===== config.mk =====
export PLATFORM = sky130hd
export DESIGN_NAME = hilo_issue_ctrl
export DESIGN_NICKNAME = d
export VERILOG_FILES = /design/src/rtl/hilo_issue_ctrl.sv
export SDC_FILE = /design/constraint.sdc
export NUM_CORES = 1
export LEC_CHECK = 0
export BUFFER_PORTS_ARGS = -buffer_cell sky130_fd_sc_hd__clkbuf_2
export CORE_AREA = 2 2 39 41
export DETAILED_ROUTE_END_ITERATION = 10
export DIE_AREA = 0 0 41 43
export PLACE_DENSITY = 0.78
export SYNTH_ARGS = -nofsm -noshare
export SYNTH_HDL_FRONTEND = slang
export SYNTH_SLANG_ARGS = --single-unit

===== constraint.sdc =====
create_clock -name clk -period 3.3 [get_ports clk]
set_input_delay 0.66 -clock clk [delete_from_list [all_inputs] [get_ports clk]]
set_output_delay 0.66 -clock clk [all_outputs]
set_load 0.02 [all_outputs]

===== src/rtl/hilo_issue_ctrl.sv =====
// rtl/hilo_issue_ctrl.sv - E-stage HI/LO multiply-divide issue, latency count and stall control
module hilo_issue_ctrl #(
   parameter int MUL_LAT = 5,
   parameter int DIV_LAT = 10,
   parameter int CNT_W   = 4
) (
   input  logic             clk,
   input  logic             reset,
   input  logic             e_valid,
   input  logic [3:0]       e_hilo_op,
   input  logic             d_uses_hilo,
   input  logic             cancel,
   output logic             start_o,
   output logic [1:0]       op_o,
   output logic             wr_hi_o,
   output logic             wr_lo_o,
   output logic             commit_o,
   output logic             busy_o,
   output logic             d_stall_o,
   output logic [CNT_W-1:0] cnt_o,
   output logic             err_o
);

   typedef enum logic {IDLE, RUN} state_t;

   localparam logic [CNT_W-1:0] MUL_CNT = CNT_W'(MUL_LAT);
   localparam logic [CNT_W-1:0] DIV_CNT = CNT_W'(DIV_LAT);

   state_t           state;
   logic [CNT_W-1:0] cnt;
   logic             err;
   logic             run;
   logic             md;
   logic             hilo_any;
   logic             is_mul;

   assign run      = (state == RUN);
   assign md       = e_valid & (e_hilo_op >= 4'd1) & (e_hilo_op <= 4'd4);
   assign hilo_any = e_valid & (e_hilo_op >= 4'd1) & (e_hilo_op <= 4'd8);
   assign is_mul   = (e_hilo_op == 4'd1) | (e_hilo_op == 4'd2);

   // Every output is forced low while reset is held, including the combinational strobes.
   assign start_o   = ~reset & ~run & md & ~cancel;
   assign op_o      = start_o ? (e_hilo_op[1:0] - 2'd1) : 2'd0;
   assign wr_hi_o   = ~reset & ~run & e_valid & (e_hilo_op == 4'd7) & ~cancel;
   assign wr_lo_o   = ~reset & ~run & e_valid & (e_hilo_op == 4'd8) & ~cancel;
   assign commit_o  = ~reset & run & (cnt == CNT_W'(1)) & ~cancel;
   assign busy_o    = ~reset & (start_o | run);
   assign d_stall_o = d_uses_hilo & busy_o;
   assign cnt_o     = reset ? '0 : cnt;
   assign err_o     = ~reset & err;

   always_ff @(posedge clk) begin
      if (reset) begin
         state <= IDLE;
         cnt   <= '0;
         err   <= 1'b0;
      end else begin
         if (run && hilo_any)
            err <= 1'b1;
         case (state)
            IDLE: begin
               if (start_o) begin
                  cnt   <= is_mul ? MUL_CNT : DIV_CNT;
                  state <= RUN;
               end
            end
            RUN: begin
               // Cancel and completion both return to IDLE; only completion commits.
               if (cancel || cnt <= CNT_W'(1)) begin
                  cnt   <= '0;
                  state <= IDLE;
               end else begin
                  cnt <= cnt - CNT_W'(1);
               end
            end
            default: begin
               cnt   <= '0;
               state <= IDLE;
            end
         endcase
      end
   end

endmodule


### Word level (Yosys, flattened, before mapping)

Cells that the tools add are included.

| operators by class | value |
|---|---|
| muxes and demuxes | 9 |
| $lt $le $gt $ge | 4 |
| equal/unequal tests | 6 |
| add/sub/neg operators | 2 |
| reduce and logical (&&, ||, !) cells | 2 |
| bitwise operators | 22 |

Operators with widths:

| kind | count |
|---|---|
| $and A1 B1 Y1 | 17 |
| $mux W4 | 4 |
| $eq A4 B1 Y1 const B | 2 |
| $pmux W4 S2 | 1 |
| $eq A4 B2 Y1 const B | 1 |
| $eq A4 B3 Y1 const B | 1 |
| $eq A4 B4 Y1 const B | 1 |
| $ge A4 B1 Y1 const B | 1 |
| $le A4 B1 Y1 const B | 1 |
| $le A4 B3 Y1 const B | 1 |
| $le A4 B4 Y1 const B | 1 |
| $sub A4 B1 Y4 const B | 1 |
| $not A1 Y1 | 3 |
| $mux W1 | 2 |
| $mux W2 | 1 |
| $ne A2 B2 Y1 const B | 1 |
| $or A1 B1 Y1 | 2 |
| $pmux W1 S2 | 1 |
| $sub A2 B1 Y2 const B | 1 |
| $logic_and A1 B1 Y1 | 1 |
| $logic_or A1 B1 Y1 | 1 |

| storage, ports and cells | value |
|---|---|
| word-level logic and storage cells | 48 |
| output and inout bits | 13 |
| register bits | 6 |
| input port bits | 9 |

### Longest topological paths before layout

| logic depth | value |
|---|---|
| depth after elaboration | 8 |
| depth in mapped cells | 7 |
| gate-level depth less buffers | 7 |

### Worst setup path before layout

Ideal clock, no wire load.

| timing path | value |
|---|---|
| kind | input to output |
| start point | input e_hilo_op[0] |
| end point | output op_o[0] |
| data required time | 2.640 ns |
| path buffers | 0 |
| arrival time | 1.959 ns |
| path slack | 0.681 ns |
| stages on the path | 6 |
| cells stage by stage | inv_1 ha_1 nor3b_1 nor4_1 or2b_1 nor2_1 |

| between the ends | value |
|---|---|
| longest elaborated chain between the ends | 6 |
| elaborated cells between the ends (all ways) | 8 |
| those cells by class | add/sub: 1; order compare: 2; mux: 1; bitwise: 4 |

RTL lines:

| what | line | source |
|---|---|---|
| from (decl) | 10 | `input logic [3:0] e_hilo_op,` |
| $ge A4 B1 Y1 | 38 | `assign md = e_valid & (e_hilo_op >= 4'd1) & (e_hilo_op <= 4'd4);` |
| $and A1 B1 Y1 (2 in series) | 38 |  |
| $and A1 B1 Y1 (2 in series) | 43 | `assign start_o = ~reset & ~run & md & ~cancel;` |
| $mux W2 (*) | 44 | `assign op_o = start_o ? (e_hilo_op[1:0] - 2'd1) : 2'd0;` |
| to (decl) | 14 | `output logic [1:0] op_o,` |

Mark *: on every way between the ends. The rest lies on a longest branch, timed or not.

### Worst setup path after layout

| timing path | value |
|---|---|
| start point | input reset |
| end point | output op_o[1] |

| between the ends | value |
|---|---|
| longest elaborated chain between the ends | 5 |

RTL lines:

| what | line | source |
|---|---|---|
| from (decl) | 8 | `input logic reset,` |
| $not A1 Y1 | 43 |  |
| $and A1 B1 Y1 (3 in series) | 43 |  |
| $mux W2 | 44 |  |

No other way between the ends.

==> summary.txt <==
Layout
  – NumNets Final: 114
  – Commonest cells after routing, fill and taps aside: clkbuf_2, nor2_1, inv_1, ha_1, dfxtp_1
  – Non-filler instance count after layout: roughly 110
  – Ratio of cells with drive above 1 in the final layout: approximately 28%
  – Area of the multi-input gates: between 300 and 400 um^2
  – Count of fill cells added during filler insertion: 140
  – Post-route cell area: just under 700 um^2
  – Sequential cell area: 120 um^2
  – Area delta synth->final: 24.5%
  – Most common cell after layout, fill and taps aside: clkbuf_2
  – Number of diodes added for antenna fixing: 0

Logic synthesis
  – Number of instances in the synthesized netlist: 74
  – Dominant combinational cell family by area after synthesis: simple AND/OR/NAND/NOR gates
  – Total nets after synthesis: 90
  – Number of warnings printed during yosys synthesis: 0
  – Sequential element share of the synthesized area: ~22%
  – Mux share of post-synthesis cell area: 0%
  – Synth Area in Adders: 16.2%
  – Fraction of the mapped netlist area in simple logic gates: between 30 and 40%
  – Fraction of the mapped netlist area in compound gates: 13.6%
  – Synth Area in XOR/XNOR: approximately 1.6%
  – Biggest area contributors in the synthesized netlist: dfxtp_1, ha_1, nor2_1, nor2b_1, inv_1
  – Flip-flop and latch count after synthesis: 6
  – Synthesized cell area: between 500 and 600 um^2
  – Post-synthesis cell type count: 24
  – Mean post-synth cell area: about 7.3 um^2
  – Cell type with the highest aggregate area in the netlist: dfxtp_1
  – Area share of the largest cell type after synthesis: 22.2%

Status
  – Status: finished clean

Timing
  – Final Hold Violating Endpoints: 0
  – Setup-violating endpoint count in the final report: 0
  – Unrepaired setup endpoints after global routing: false
  – Final clock skew: 0.00754 ns
  – Worst Slack Setup Final: 0.432 ns
  – Actual transition at the worst max-transition pin: 1.03 ns
  – Fmax: 0.349 GHz
  – Final critical path time including I/O delays and setup: 2.87 ns
  – Summed negative setup slack over all endpoints: 0 ns
  – Number of max-slew violations in the final report: 0
  – Share of the clock period used by the worst path: 86.9%
  – Rel. slew slack: 30.7%

Detailed routing
  – Number of DRC violations after detailed routing: 0
  – Total via count in the routed design: about 580
  – ANT nets after route: 0
  – Routed WL: approximately 1200 um
  – Routed wirelength normalized by instance count: ~11 um
  – Violation count after the first detailed-routing iteration: 8
  – Via/cell ratio: slightly above 5
  – Detailed-routing iteration count for the pre-antenna-repair pass: 4

Die
  – I/O pin count: 22
  – Die area: 1760 um^2
  – Starting utilization of the core area: about two fifths
  – Die outline width: just over 40 um
  – Die outline height: 43 um
  – Number of standard-cell rows in the floorplan: 14
  – Placeable core area: around 1400 um^2

Setup path
  – Cell with the biggest individual delay on the critical path: or3b_4
  – Depth of the worst register-to-register path: 6
  – Cell-by-cell trace of the critical path: clkbuf_2 > or3b_4 > nor4_1 > or2b_1 > nor2_1 > clkbuf_2
  – Crit path kind: in -> out
  – Data required time of the worst path: 2.64 ns
  – Count of cell instances traversed by the critical path: 6
  – Register-to-register path setup slack: 1.35 ns
  – Type of origin of the critical path: primary input
  – Maximum fanout count along the critical path: 11
  – Buffer and inverter count on the worst path: 2
  – Worst path max stage delay: between 0.4 and 0.5 ns
  – Worst Setup End Kind: primary output
  – Gate family responsible for the most delay along the worst path: simple AND/OR/NAND/NOR gates
  – Most frequent CP cell: clkbuf_2
  – WP data arrival: 2.21 ns

Global routing
  – Global routing usage summed across all routing layers: between 15 and 20%
  – Global routing met3 resource utilization: roughly 7.9%
  – Most used routing layer: met2
  – Largest net degree at the start of global routing: 12
  – Gr ovfl total: 0
  – First-pass GRT wire length: between 2000 and 2500 um
  – M2 GR Usage: between 20 and 30%
  – Antenna violations before repair: 0
  – Vias in the first global route: roughly 530
  – Fraction of met1 tracks used by global routing: 20.4%

Placed design
  – Placed Cells incl. Taps: between 100 and 150
  – Quantity of I/O buffers inserted on ports: 21
  – Weighted congestion reported at the end of routability-driven placement: approximately 0.8
  – HPWL after detailed placement: about 1000 um
  – Cell area after placement: between 600 and 700 um^2
  – Worst slack at placement: ~0.42 ns

Pwr
  – Static power due to leakage: roughly 0.35 nW
  – Peak supply drop: 0.174 mV
  – Power density normalized to cell area: about 280 nW/um^2

Min path
  – Kind of path behind the tightest hold check: reg -> reg
  – Cell count of the worst hold path: 3

Clock tree
  – Number of post-CTS setup repair buffers: 0
  – Cts bufs inserted: 3
  – Clock-pin slew of the registers on the worst-case setup and hold paths: about 0.050 ns
  – Worst-case clock buffer depth: 2
  – Insertion delay of the later-clocked pin in the worst-skew pair: roughly 0.25 ns
  – CTS tree: yes
  – Hold buffer count at CTS: 0
  – Clock sink count: 6
  – Root Buffer: clkbuf_4
  – Clock H-tree levels: 1
  – Post_cts resized: 0

Run
  – Number of maximum-capacitance violations: 0
per-layer routing:
layer / wire (um) / up-vias
met5: 0 / -
met2: 599 / 22
met4: 0 / 0
met1: 544 / 257
met3: 97 / 0
li1: - / 297
cells in the mapped netlist:
| cell type | count |
|---|---|
| a21oi_1 | 3 |
| o21ai_0 | 5 |
| a41o_1 | 1 |
| nor2b_1 | 5 |
| dfxtp_1 | 6 |
| xnor2_1 | 1 |
| nand3b_1 | 2 |
| o21a_1 | 2 |
| clkbuf_1 | 1 |
| and4_1 | 1 |
| or2_2 | 1 |
| or4_4 | 1 |
| nor4_1 | 3 |
| nand2_1 | 3 |
| nor2_1 | 16 |
| or2b_1 | 1 |
| o311ai_0 | 1 |
| nor3_1 | 3 |
| buf_6 | 1 |
| and2_1 | 1 |
| or3b_4 | 1 |
| ha_1 | 7 |
| inv_1 | 7 |
| nor3b_1 | 1 |
worst min-delay path, delay by kind of cell, from the launching register on:
kind            cells  cell delay [ns]
simple gates        2             0.15
compound gates      1             0.07
flops               1             0.33
kinds of logic (layout without fill, tap and decap cells):
group	Yosys count	after routing
AND/OR/NAND/NOR	39	39
AO/OA/AOI/OAI	12	12
XOR/XNOR	1	1
flip-flops	6	6
adder cells (fa/ha/maj)	7	7
buffers and inverters	9	31
state kept, by name, summed over array words and instances (netlist names):
register / flops
cnt: 4
run: 1
err: 1
where the power goes:
part | internal, mW | switching, mW | leakage [nW]
Combinational | 0.0177 | 0.0238 | 0.283
Sequential | 0.0756 | 0.00345 | 0.0487
Clock | 0.0411 | 0.0263 | 0.0138
layout make-up:
| cell class | instances | share of cell area [%] |
|---|---|---|
| multi-input cells | 59 | 56.4 |
| flip-flops and latches | 6 | 17.8 |
| repair buffers | 21 | 15.6 |
| inverters | 7 | 3.90 |
| clock buffers | 3 | 3.34 |
| well taps | 16 | 2.97 |
stage by stage:
step                      util (%)  hold WS (ns)  power [mW]
after detailed placement      47.1         0.572       0.122
after global routing          48.7         0.622       0.205
final                         48.7         0.574       0.188
after floorplan                  -         0.524       0.107
after global placement        47.1         0.555       0.121
after CTS                     48.7         0.580       0.192
path summary, 6_finish.rpt:
path                                     startpoint                  end
worst max-delay path                          reset              op_o[1]
worst min-delay path            cnt[0]$_SDFFE_PP0P_  cnt[0]$_SDFFE_PP0P_
worst max register to register  cnt[1]$_SDFFE_PP0P_  cnt[3]$_SDFFE_PP0P_
worst min register to register  cnt[0]$_SDFFE_PP0P_  cnt[0]$_SDFFE_PP0P_
(Power assumes the default switching activity.)
